## src/rtl/scale_controller.sv

```systemverilog
// Camera-scaling sequencer: frame-synchronous scale mode (1x/2x/8/3x) and frame-buffer read addressing.
// Optional macro SCALE_CTRL_BORDER_EN adds border_out, marking the outermost row/column of the scaled region.
module scale_controller #(
  parameter int FB_WIDTH     = 240,
  parameter int FB_HEIGHT    = 320,
  parameter int READ_LATENCY = 2
) (
  input  logic        clk_in,
  input  logic        rst_in,
  input  logic        btn_pulse_in,
  input  logic        new_frame_in,
  input  logic [10:0] hcount_in,
  input  logic [9:0]  vcount_in,
  output logic [1:0]  scale_out,
  output logic [16:0] addr_out,
`ifdef SCALE_CTRL_BORDER_EN
  output logic        border_out,
`endif
  output logic        valid_out
);

  localparam int XW = $clog2(FB_WIDTH);
  localparam int YW = $clog2(FB_HEIGHT);

  localparam logic [12:0] H_LIM_1X  = 13'(FB_WIDTH);
  localparam logic [12:0] V_LIM_1X  = 13'(FB_HEIGHT);
  localparam logic [12:0] H_LIM_2X  = 13'(2 * FB_WIDTH);
  localparam logic [12:0] V_LIM_2X  = 13'(2 * FB_HEIGHT);
  localparam logic [12:0] H_LIM_83X = 13'((FB_WIDTH * 8) / 3);
  localparam logic [12:0] V_LIM_83X = 13'((FB_HEIGHT * 8) / 3);

  typedef enum logic [1:0] {
    MODE_1X  = 2'd0,
    MODE_2X  = 2'd1,
    MODE_83X = 2'd2
  } mode_t;

  mode_t pending, pending_next, scale_q;

  assign scale_out = scale_q;

  // NOTE: every variable assigned in always_comb gets a default first, so no path can infer a latch.
  always_comb begin
    pending_next = pending;
    if (btn_pulse_in) begin
      case (pending)
        MODE_1X: pending_next = MODE_2X;
        MODE_2X: pending_next = MODE_83X;
        default: pending_next = MODE_1X;
      endcase
    end
  end

  // NOTE: non-blocking assignments let scale_q sample the pre-pulse pending when both pulses coincide.
  always_ff @(posedge clk_in or posedge rst_in) begin
    if (rst_in) begin
      pending <= MODE_1X;
      scale_q <= MODE_1X;
    end else begin
      pending <= pending_next;
      if (new_frame_in) scale_q <= pending;
    end
  end

  // Stage 1: map display pixel to source pixel under the committed mode.
  logic [12:0]   h13, v13, h_x3, v_x3, h_lim, v_lim;
  logic [XW-1:0] sx_d, sx_s1;
  logic [YW-1:0] sy_d, sy_s1;
  logic          region_d, region_s1;

  assign h13  = {2'b00, hcount_in};
  assign v13  = {3'b000, vcount_in};
  assign h_x3 = h13 + (h13 << 1);
  assign v_x3 = v13 + (v13 << 1);

  always_comb begin
    h_lim = '0;
    v_lim = '0;
    sx_d  = '0;
    sy_d  = '0;
    case (scale_q)
      MODE_1X: begin
        h_lim = H_LIM_1X;
        v_lim = V_LIM_1X;
        sx_d  = XW'(h13);
        sy_d  = YW'(v13);
      end
      MODE_2X: begin
        h_lim = H_LIM_2X;
        v_lim = V_LIM_2X;
        sx_d  = XW'(h13 >> 1);
        sy_d  = YW'(v13 >> 1);
      end
      MODE_83X: begin
        h_lim = H_LIM_83X;
        v_lim = V_LIM_83X;
        sx_d  = XW'(h_x3 >> 3);
        sy_d  = YW'(v_x3 >> 3);
      end
      default: ;
    endcase
    region_d = (h13 < h_lim) && (v13 < v_lim);
    if (!region_d) begin
      sx_d = '0;
      sy_d = '0;
    end
  end

  // Stage 2: row base times FB_WIDTH, strength-reduced for the native 240-column buffer.
  logic [16:0] row_base, addr_d;
  logic [READ_LATENCY:0] valid_pipe;

  generate
    if (FB_WIDTH == 240) begin : g_shift_sub
      assign row_base = ({{(17-YW){1'b0}}, sy_s1} << 8) - ({{(17-YW){1'b0}}, sy_s1} << 4);
    end else begin : g_mult
      assign row_base = {{(17-YW){1'b0}}, sy_s1} * 17'(FB_WIDTH);
    end
  endgenerate

  assign addr_d    = row_base + {{(17-XW){1'b0}}, sx_s1};
  assign valid_out = valid_pipe[READ_LATENCY];

  // NOTE: the pipeline is small flops, not RAM, so it is fully reset to keep valid_out clean after reset.
  always_ff @(posedge clk_in or posedge rst_in) begin
    if (rst_in) begin
      region_s1  <= 1'b0;
      sx_s1      <= '0;
      sy_s1      <= '0;
      addr_out   <= '0;
      valid_pipe <= '0;
    end else begin
      region_s1     <= region_d;
      sx_s1         <= sx_d;
      sy_s1         <= sy_d;
      addr_out      <= addr_d;
      valid_pipe[0] <= region_s1;
      for (int i = 1; i <= READ_LATENCY; i++) valid_pipe[i] <= valid_pipe[i-1];
    end
  end

`ifdef SCALE_CTRL_BORDER_EN
  logic                  border_d, border_s1;
  logic [READ_LATENCY:0] border_pipe;

  assign border_d   = region_d && ((h13 == '0) || (h13 == h_lim - 13'd1) ||
                                   (v13 == '0) || (v13 == v_lim - 13'd1));
  assign border_out = border_pipe[READ_LATENCY];

  always_ff @(posedge clk_in or posedge rst_in) begin
    if (rst_in) begin
      border_s1   <= 1'b0;
      border_pipe <= '0;
    end else begin
      border_s1      <= border_d;
      border_pipe[0] <= border_s1;
      for (int i = 1; i <= READ_LATENCY; i++) border_pipe[i] <= border_pipe[i-1];
    end
  end
`endif

endmodule
```

## config.mk

```make
export PLATFORM = sky130hd
export DESIGN_NAME = scale_controller
export DESIGN_NICKNAME = d
export VERILOG_FILES = /design/src/rtl/scale_controller.sv
export SDC_FILE = /design/constraint.sdc
export NUM_CORES = 1
export LEC_CHECK = 0
export BUFFER_PORTS_ARGS = -buffer_cell sky130_fd_sc_hd__buf_2
export CORE_UTILIZATION = 45
export CTS_CLUSTER_SIZE = 28
export DETAILED_ROUTE_END_ITERATION = 7
export PLACE_DENSITY = 0.68
export SLEW_MARGIN = 20
export SYNTH_ARGS = -nofsm -noshare
export SYNTH_HDL_FRONTEND = slang
export SYNTH_SLANG_ARGS = --single-unit
```

## constraint.sdc

```tcl
create_clock -name clk_in -period 5.6 [get_ports clk_in]
set_input_delay 0.28 -clock clk_in [delete_from_list [all_inputs] [get_ports clk_in]]
set_output_delay 0.28 -clock clk_in [all_outputs]
set_load 0.005 [all_outputs]
```

==> results of run 1 <==
-- per-stage QoR --
step / hold slack [ns] / instances / utilization [%] / worst slack, ns
finish: 0.0936 / 432 / 54.0 / 2.13
global route: 0.164 / 432 / 54.0 / 1.92
CTS: 0.119 / 432 / 54.0 / 2.19
detailed placement: 0.337 / 424 / 51.9 / 2.20
global placement: 0.334 / 424 / 51.9 / 2.44
floorplan: 0.331 / 314 / - / 2.56
-- sequential cells by signal (all words and copies together) (netlist names) --
| signal | cells |
|---|---|
| valid_pipe | 3 |
| pending | 2 |
| scale_out | 2 |
| addr_out | 17 |
| sx_s1 | 8 |
| sy_s1 | 9 |
| region_s1 | 1 |
-- per-layer routing --
metal	track usage [%]	wire (um)	up-vias	share of wire, %
li1	-	-	1280	-
met1	25.7	3140	1212	47
met2	30.4	3080	79	46
met3	3.40	310	14	4.6
met4	7.55	143	0	2.1
met5	0	0	-	0
-- path summary, 6_finish.rpt --
| path | to | slack, ns |
|---|---|---|
| max | sx_s1[7]$_DFF_PP0_ | 2.13 |
| min | valid_pipe[0]$_DFF_PP0_ | 0.09 |
| max reg2reg | sx_s1[7]$_DFF_PP0_ | 2.13 |
| min reg2reg | valid_pipe[2]$_DFF_PP0_ | 0.35 |
| max in group asynchronous | addr_out[14]$_DFF_PP0_ | 5.14 |
| min in group clk_in | pending[0]$_DFFE_PP0P_ | 0.19 |
-- worst max-delay path: stages (launching register included) --
cell,delay (ns)
dfrtp_1,0.47
ha_1,0.80
o21bai_1,0.25
ha_1,0.28
a21o_1,0.16
a2111oi_0,0.55
o21ai_2,0.42
a2111oi_1,0.41
-- area by class of cell --
cell class / instances / area share (%)
Timing Repair Buffer: 46 / 6.70
Tap cell: 77 / 2.75
Clock inverter: 3 / 1.96
Clock buffer: 5 / 1.96
Sequential cell: 42 / 29.9
Inverter: 22 / 2.35
Multi-Input combinational cell: 237 / 54.3
-- cells in the final DEF, fill, tap and decap left out, types with 3 or more instances in the layout --
cell type,count
a21o_1,8
a21oi_1,15
a222oi_1,6
a22o_1,4
a22oi_1,7
a31oi_1,7
and2_1,3
and3_1,3
buf_2,44
clkbuf_8,5
dfrtp_1,42
ha_1,43
inv_1,22
nand2_1,12
nand2b_1,5
nand3_1,5
nor2_1,14
nor3_1,8
nor3b_1,3
nor4_1,7
nor4_2,9
nor4b_1,3
o2111ai_1,3
o21a_1,7
o21ai_0,12
o31ai_1,3
or3_1,3
xnor2_1,9
xor2_1,5
-- cells by family after synthesis --
kind of cell | after synthesis | share of synthesized area, %
xor+xnor | 14 | 3.96
mux | 1 | 0.323
fa+ha+maj | 43 | 17.4
simple gates | 84 | 17.2
flops | 42 | 33.9
buf+inv | 35 | 4.48
compound gates | 95 | 22.7
-- power by group through the flow --
| stage | logic [mW] | registers [mW] | clock network, mW |
|---|---|---|---|
| global placement | 0.542 | 0.406 | 0 |
| finish | 0.555 | 0.401 | 0.288 |
| CTS | 0.553 | 0.402 | 0.295 |
| detailed placement | 0.550 | 0.408 | 0 |
| global route | 0.623 | 0.409 | 0.306 |
| floorplan | 0.399 | 0.414 | 0 |
==> flow_summary.ini, run 1 <==
[synthesis]
yosysSeqAreaShare_pct = 33.9
netlist-cell-type-count = 55
synth_area_leaders = dfrtp_1 34%, ha_1 17%, nor4_2 3.6%
synth_top_area_cell = dfrtp_1
yosysWarnings = 0
synthTopCellsByCount = 43 x ha_1, 42 x dfrtp_1, 22 x inv_1, 15 x a21oi_1, 14 x nor2_1
synth_edf_count = 0
postSynthAreaPerCell_um2 = 9.86
synth_seq_cells = 42
yosysTopAreaCellShare_pct = 33.9
syn_area_um2 = 3100
syn_inst = 314
syn_nets = 382
postSynth.topFlopCell = dfrtp_1
synth-async-reset-ratio_pct = 100
yosysMostFrequentCell = ha_1

[clock_tree]
h-tree-depth = 2
cts_tree = built
postCtsSetupRepairBufs = 0
cts_num_sinks = 42
cts-buffers-inserted = 5
clk_pin_slew_worst_paths_ns = 0.09
ctsHoldBuffers = 0
clock_latency_ns = 0.29
clock-root-buffer = clkbuf_8
clockBufferDepth = 2
cts_resized = 0

[final_layout]
nFillCells = 567
drive_gt1_share_pct = 19.4
num-nets-final = 422
seq_area_um2 = 1050
num_antenna_cells = 0
fin_area_um2 = 3510
syn2layout_area_growth_pct = 13.3
multi_input_area_um2 = 1910

[detailed_routing]
drc = 6
ant_nets = 0
routedWlPerCell_um = 15.5
wl_mm = 6.68
drt-pass1-iter-count = 8
via_count = 2585
viasPerCell = 5.98
drtIter0Drc = 217

[sta]
grt_setup_unrepaired = false
clock.fmax_mhz = 288
fin_crit_sh_pct = 62.0
maxSlewHeadroom_pct = 33.9
clock_skew_ns = 0.00751
finalCriticalPeriod_ns = 3.47
fin_setup_tns_ns = 0
finalHoldViolCount = 0
drv_slew = 0
tightest_slew_ns = 0.991
final-setup-viol-count = 0

[placement]
dpl-instance-area_um2 = 3370
dp_hpwl_mm = 5.00
place_congestion = 0.910
port-buffer-count = 44

[power]
powerDensity_nw_per_um2 = 354
sw_frac_of_total_pct = 35.6
pwr-share-comb_pct = 44.6
switching_power_mw = 0.443
finalPower_mw = 1.24
seqPwrFrac_pct = 32.2
p_int_mw = 0.801
leakage_nw = 1.65
clockPowerShare_pct = 23.2
ir_drop_v = 0.000155

[worst_setup_path]
critPathLaunchType = register
crit_required_ns = 5.77
reg2reg_depth = 7
worstPathArrival_ns = 3.64
end_kind = register
critPathMaxFanout = 19
r2r_start = scale_out[1]$_DFFE_PP0P_
setup.worst_path.start = scale_out[1]$_DFFE_PP0P_
worstSetupPathType = register to register

[global_routing]
grt_usage_pct = 19.1
grt_antenna_before_repair = 0
grt_pass1_wl_mm = 11.1
gr-total-overflow = 0
grt_max_degree = 43
grt_pass1_vias = 2429

[die]
die_h_um = 85.0
dieArea_um2 = 7220
rows = 29
die_w_um = 85.0
initial_core_util_pct = 47.7
core-area_um2 = 6490
ios = 45

[hold_path]
hp-class = input pin to asynchronous set/reset pin

[status]
status = finished with violations
violations = design-rule violations

[flow_run]
cap_violations = 0
No activity file was read; power rests on OpenSTA's default activity.
==> inputs of run 2 (changes only) <==
- PLACE_DENSITY: 0.68 -> 0.71
- clock period: 5.6 -> 2.9 ns (I/O delays scaled with it)
==> run 2 against run 1 <==
The run still ends with design-rule violations left. Worst setup slack got worse by 1.9 ns. Critical path depth increased by 2. Clock power increased by 58%. Non-clock buffer count increased by 6. Highest routed layer unchanged.
==> flow_summary.ini, run 2 (same netlist as run 1, synthesis figures left out) <==
[status]
status = finished with violations
violations = design-rule violations

[final_layout]
multi_input_area_um2 = 1910
top_register = addr_out
num-nets-final = 428
syn2layout_area_growth_pct = 14.2
fin_area_um2 = 3540
final_core_util_pct = 54.4
largest_reg_flops = 17
seq_area_um2 = 1050
reg_top3 = addr_out: 17 flops, sy_s1: 9 flops, sx_s1: 8 flops
nFillCells = 577
num_antenna_cells = 0
drive_gt1_share_pct = 20.5
layout_common_cells = 44 x buf_2, 43 x ha_1, 42 x dfrtp_1
layout_commonest_cell = buf_2

[global_routing]
grt_pass1_vias = 2487
gr-total-overflow = 0
grt_max_degree = 43
use_met1_pct = 26.5
use_met2_pct = 31.9
grt_pass1_wl_mm = 11.4
grtUsageMet3_pct = 3.02
grt_antenna_before_repair = 0
grt_usage_pct = 19.6
top_usage_layer = met2

[placement]
place_congestion = 0.880
dpl-instance-area_um2 = 3390
port-buffer-count = 44
dp_hpwl_mm = 5.04

[worst_setup_path]
slowest_stage = dfrtp_1
crit_family = compound AO/OA/AOI/OAI gates
slowest_delay_ns = 0.46
end_kind = register
worstPathArrival_ns = 2.83
critPathMaxFanout = 8
crit_required_ns = 3.08
reg2reg_slack_ns = 0.25
path_cells = inv_1 -> ha_1 -> o21bai_1 -> ha_1 -> a21o_1 -> a2111oi_2 -> o21ai_2 -> buf_4 -> a2111oi_1
worst_path_most_repeated_cell = ha_1
path_buf_inv = 2
critPathLaunchType = register
worstSetupPathType = register to register

[clock_tree]
clockBufferDepth = 2
clk_pin_slew_worst_paths_ns = 0.08
cts_tree = built
clock_latency_ns = 0.30
h-tree-depth = 2
cts_num_sinks = 42
cts-buffers-inserted = 5
clock-root-buffer = clkbuf_8

[detailed_routing]
routedWlPerCell_um = 15.2
drtIter0Drc = 177
via_count = 2655
drc = 2
drt-pass1-iter-count = 8
wl_mm = 6.67
viasPerCell = 6.06
ant_nets = 0

[sta]
fin_setup_tns_ns = 0
grt_setup_unrepaired = false
tightest_slew_ns = 0.637
final-setup-viol-count = 0
clock.fmax_mhz = 377
finalCriticalPeriod_ns = 2.65
drv_slew = 0
finalHoldViolCount = 0
fin_crit_sh_pct = 91.4
maxSlewHeadroom_pct = 57.5
clock_skew_ns = 0.00947

[power]
powerDensity_nw_per_um2 = 659
clockPowerShare_pct = 19.5
ir_drop_v = 0.000216
sw_frac_of_total_pct = 36.7
switching_power_mw = 0.855
p_int_mw = 1.48
leakage_nw = 1.67
seqPwrFrac_pct = 33.2
pwr-share-comb_pct = 47.3

[die]
ios = 45
core-area_um2 = 6490
initial_core_util_pct = 47.7
dieArea_um2 = 7220
rows = 29
die_h_um = 85.0
die_w_um = 85.0

[hold_path]
hp-class = input pin to register

[flow_run]
cap_violations = 0
run 2: path summary, 6_finish.rpt:
kind                                               start                endpoint  cells past startpoint
worst min-delay path                        btn_pulse_in  pending[0]$_DFFE_PP0P_                      2
worst max-delay path            scale_out[1]$_DFFE_PP0P_      sx_s1[3]$_DFF_PP0_                      9
min in group asynchronous                         rst_in   addr_out[7]$_DFF_PP0_                      4
max in group asynchronous                         rst_in      sy_s1[5]$_DFF_PP0_                      4
worst max register to register  scale_out[1]$_DFFE_PP0P_      sx_s1[3]$_DFF_PP0_                      9
worst min register to register        sx_s1[0]$_DFF_PP0_   addr_out[0]$_DFF_PP0_                      0
run 2: layout make-up:
| type | count | area share, % |
|---|---|---|
| Clock buffer | 6 | 2.05 |
| Sequential cell | 42 | 29.7 |
| Inverter | 22 | 2.34 |
| Clock inverter | 2 | 1.06 |
| Tap cell | 77 | 2.72 |
| Timing Repair Buffer | 52 | 8.00 |
| Multi-Input combinational cell | 237 | 54.1 |
run 2: layer usage:
metal  up-vias  wire [um]
met5         -          0
met4         0        128
met3        10        364
met2        99       3080
met1      1248       3100
li1       1298          -
run 2: repair_timing:
| action | CTS | global route |
|---|---|---|
| buffers inserted | 2 | 0 |
| endpoints found under the hold margin | 42 | 0 |
| endpoints found under the setup margin | 17 | 17 |
| resized for setup | 0 | 2 |
| gates cloned | 0 | 0 |
| hold buffers | 1 | 0 |
run 2: power by group through the flow:
stage	Clock (mW)	Sequential (mW)	Combinational, mW
after detailed placement	0	0.786	1.07
after CTS	0.469	0.774	1.09
after floorplan	0	0.799	0.773
after global placement	0	0.784	1.05
final	0.455	0.773	1.10
after global routing	0.494	0.788	1.23
run 2: metrics by stage:
step	setup slack [ns]	instances	total power [mW]	hold slack [ns]
after global routing	0.0314	438	2.52	0.0645
after floorplan	0.0334	314	1.57	0.235
after CTS	0.0761	438	2.33	0.0391
after global placement	0.209	427	1.84	0.290
after detailed placement	-0.140	427	1.86	0.300
final	0.251	438	2.33	0.0467
==> inputs of run 3 (changes only) <==
- CORE_UTILIZATION: 45 -> 52
- PLACE_DENSITY: 0.71 -> 0.79
==> run 3 against run 2 <==
The run now ends clean. Global-route usage increased by 3.2 points. Non-clock buffer count is 2 higher. Wire length down 1.8%. Clock power down 12%. Clock-buffer cell count is the same. Register-to-register slack worse by 0.07 ns. Largest power group unchanged.
==> flow_summary.ini, run 3 (same netlist as run 1, synthesis figures left out) <==
[die]
ios = 45
core-area_um2 = 5610
initial_core_util_pct = 55.2
rows = 27
dieArea_um2 = 6270
die_h_um = 79.2
die_w_um = 79.2

[final_layout]
nFillCells = 474
final_cells = 435
drive_gt1_share_pct = 20.9
reg_top3 = addr_out: 17 flops, sy_s1: 9 flops, sx_s1: 8 flops
top_register = addr_out
layout_commonest_cell = buf_2
num_antenna_cells = 0
layout_common_cells = 44 x buf_2, 43 x ha_1, 42 x dfrtp_1
multi_input_area_um2 = 1910
fin_area_um2 = 3520
seq_area_um2 = 1050
largest_reg_flops = 17
num-nets-final = 430
syn2layout_area_growth_pct = 13.8

[detailed_routing]
drt-pass1-iter-count = 6
drc = 0
ant_nets = 0
routedWlPerCell_um = 15.1
wl_mm = 6.55
via_count = 2622
drtIter0Drc = 135
viasPerCell = 6.03

[worst_setup_path]
critPathMaxFanout = 16
critPathLaunchType = register
worstSetupPathType = register to register
end_kind = register
reg2reg_depth = 10
worstPathArrival_ns = 2.93
crit_required_ns = 3.10
reg2reg_slack_ns = 0.18

[clock_tree]
clockBufferDepth = 2
h-tree-depth = 2
cts_tree = built
clk_pin_slew_worst_paths_ns = 0.09
cts_num_sinks = 42
clock-root-buffer = clkbuf_8
cts-buffers-inserted = 5
clock_latency_ns = 0.30

[power]
finalPower_mw = 2.29
ir_drop_v = 0.000338
leakage_nw = 1.67
powerDensity_nw_per_um2 = 648

[global_routing]
grtUsageMet3_pct = 4.02
gr-total-overflow = 0
use_met1_pct = 30.8
grt_pass1_vias = 2413
grt_antenna_before_repair = 0
grt_usage_pct = 22.8
grt_max_degree = 43
use_met2_pct = 36.4
top_usage_layer = met2
grt_pass1_wl_mm = 11.3

[sta]
finalCriticalPeriod_ns = 2.72
setup_ws_ns = 0.176
fin_crit_sh_pct = 93.9
finalHoldViolCount = 0
final-setup-viol-count = 0
drv_slew = 0
tightest_slew_ns = 0.637
maxSlewHeadroom_pct = 57.5
clock_skew_ns = 0.00727
clock.fmax_mhz = 367

[placement]
dpl-instance-area_um2 = 3390
port-buffer-count = 44
preCtsSetupSlack_ns = 0.0904
dp.cells = 422
place_congestion = 0.867
dp_hpwl_mm = 4.96

[hold_path]
hp-class = input pin to register
whs_path_depth = 2

[flow_run]
cap_violations = 0

[status]
status = completed
-- run 3: changes by cell type in the layout (fill, tap and decap cells not counted), sizes merged --
cell	previous run	this run
buf	51	53
bufinv	1	0
clkinv	0	1
-- run 3: layer usage --
layer  wire length [um]  share of wire, %
met4                127               1.9
met2               3110                48
met3                299               4.6
met1               3010                46
met5                  0                 0
-- run 3: area by class of cell --
| type | instances | share of cell area, % |
|---|---|---|
| multi-input cells | 237 | 54.1 |
| flip-flops and latches | 42 | 29.8 |
| repair buffers | 54 | 8.45 |
| well taps | 72 | 2.56 |
| clock buffers | 6 | 2.34 |
| inverters | 22 | 2.34 |
| clock inverters | 2 | 0.355 |
-- run 3: critical path, stage by stage (launching register included) --
cell       delay, ns
dfrtp_1         0.47
inv_1           0.13
ha_1            0.21
o21bai_1        0.21
ha_1            0.29
a21o_1          0.16
a2111oi_1       0.46
o21ai_2         0.10
buf_4           0.22
buf_4           0.17
nor4_1          0.21
-- run 3: report_power, final --
part           switching [mW]  total [mW]  internal (mW)
sequential             0.0448       0.774          0.729
clock                   0.210       0.402          0.192
combinational           0.616        1.11          0.493
-- run 3: final timing paths --
check / start / to
min reg2reg: valid_pipe[1]$_DFF_PP0_ / valid_pipe[2]$_DFF_PP0_
max in group asynchronous: rst_in / sx_s1[7]$_DFF_PP0_
min in group asynchronous: rst_in / addr_out[3]$_DFF_PP0_
max: scale_out[1]$_DFFE_PP0P_ / sy_s1[1]$_DFF_PP0_
min: btn_pulse_in / pending[0]$_DFFE_PP0P_
max reg2reg: scale_out[1]$_DFFE_PP0P_ / sy_s1[1]$_DFF_PP0_
-- run 3: through the flow --
| step | utilization [%] | hold slack [ns] | setup TNS (ns) |
|---|---|---|---|
| floorplan | - | 0.235 | 0 |
| global placement | 60.4 | 0.288 | 0 |
| detailed placement | 60.4 | 0.297 | 0 |
| CTS | 62.3 | 0.0393 | 0 |
| global route | 62.9 | 0.0447 | -0.00532 |
| finish | 62.9 | 0.0471 | 0 |
-- run 3: timing repair --
item | 4_1_cts | 5_1_grt
endpoints found under the hold margin | 42 | 0
buffers inserted | 0 | 4
hold buffers | 1 | 0
setup endpoints to repair | 0 | 17
resized for setup | 0 | 1
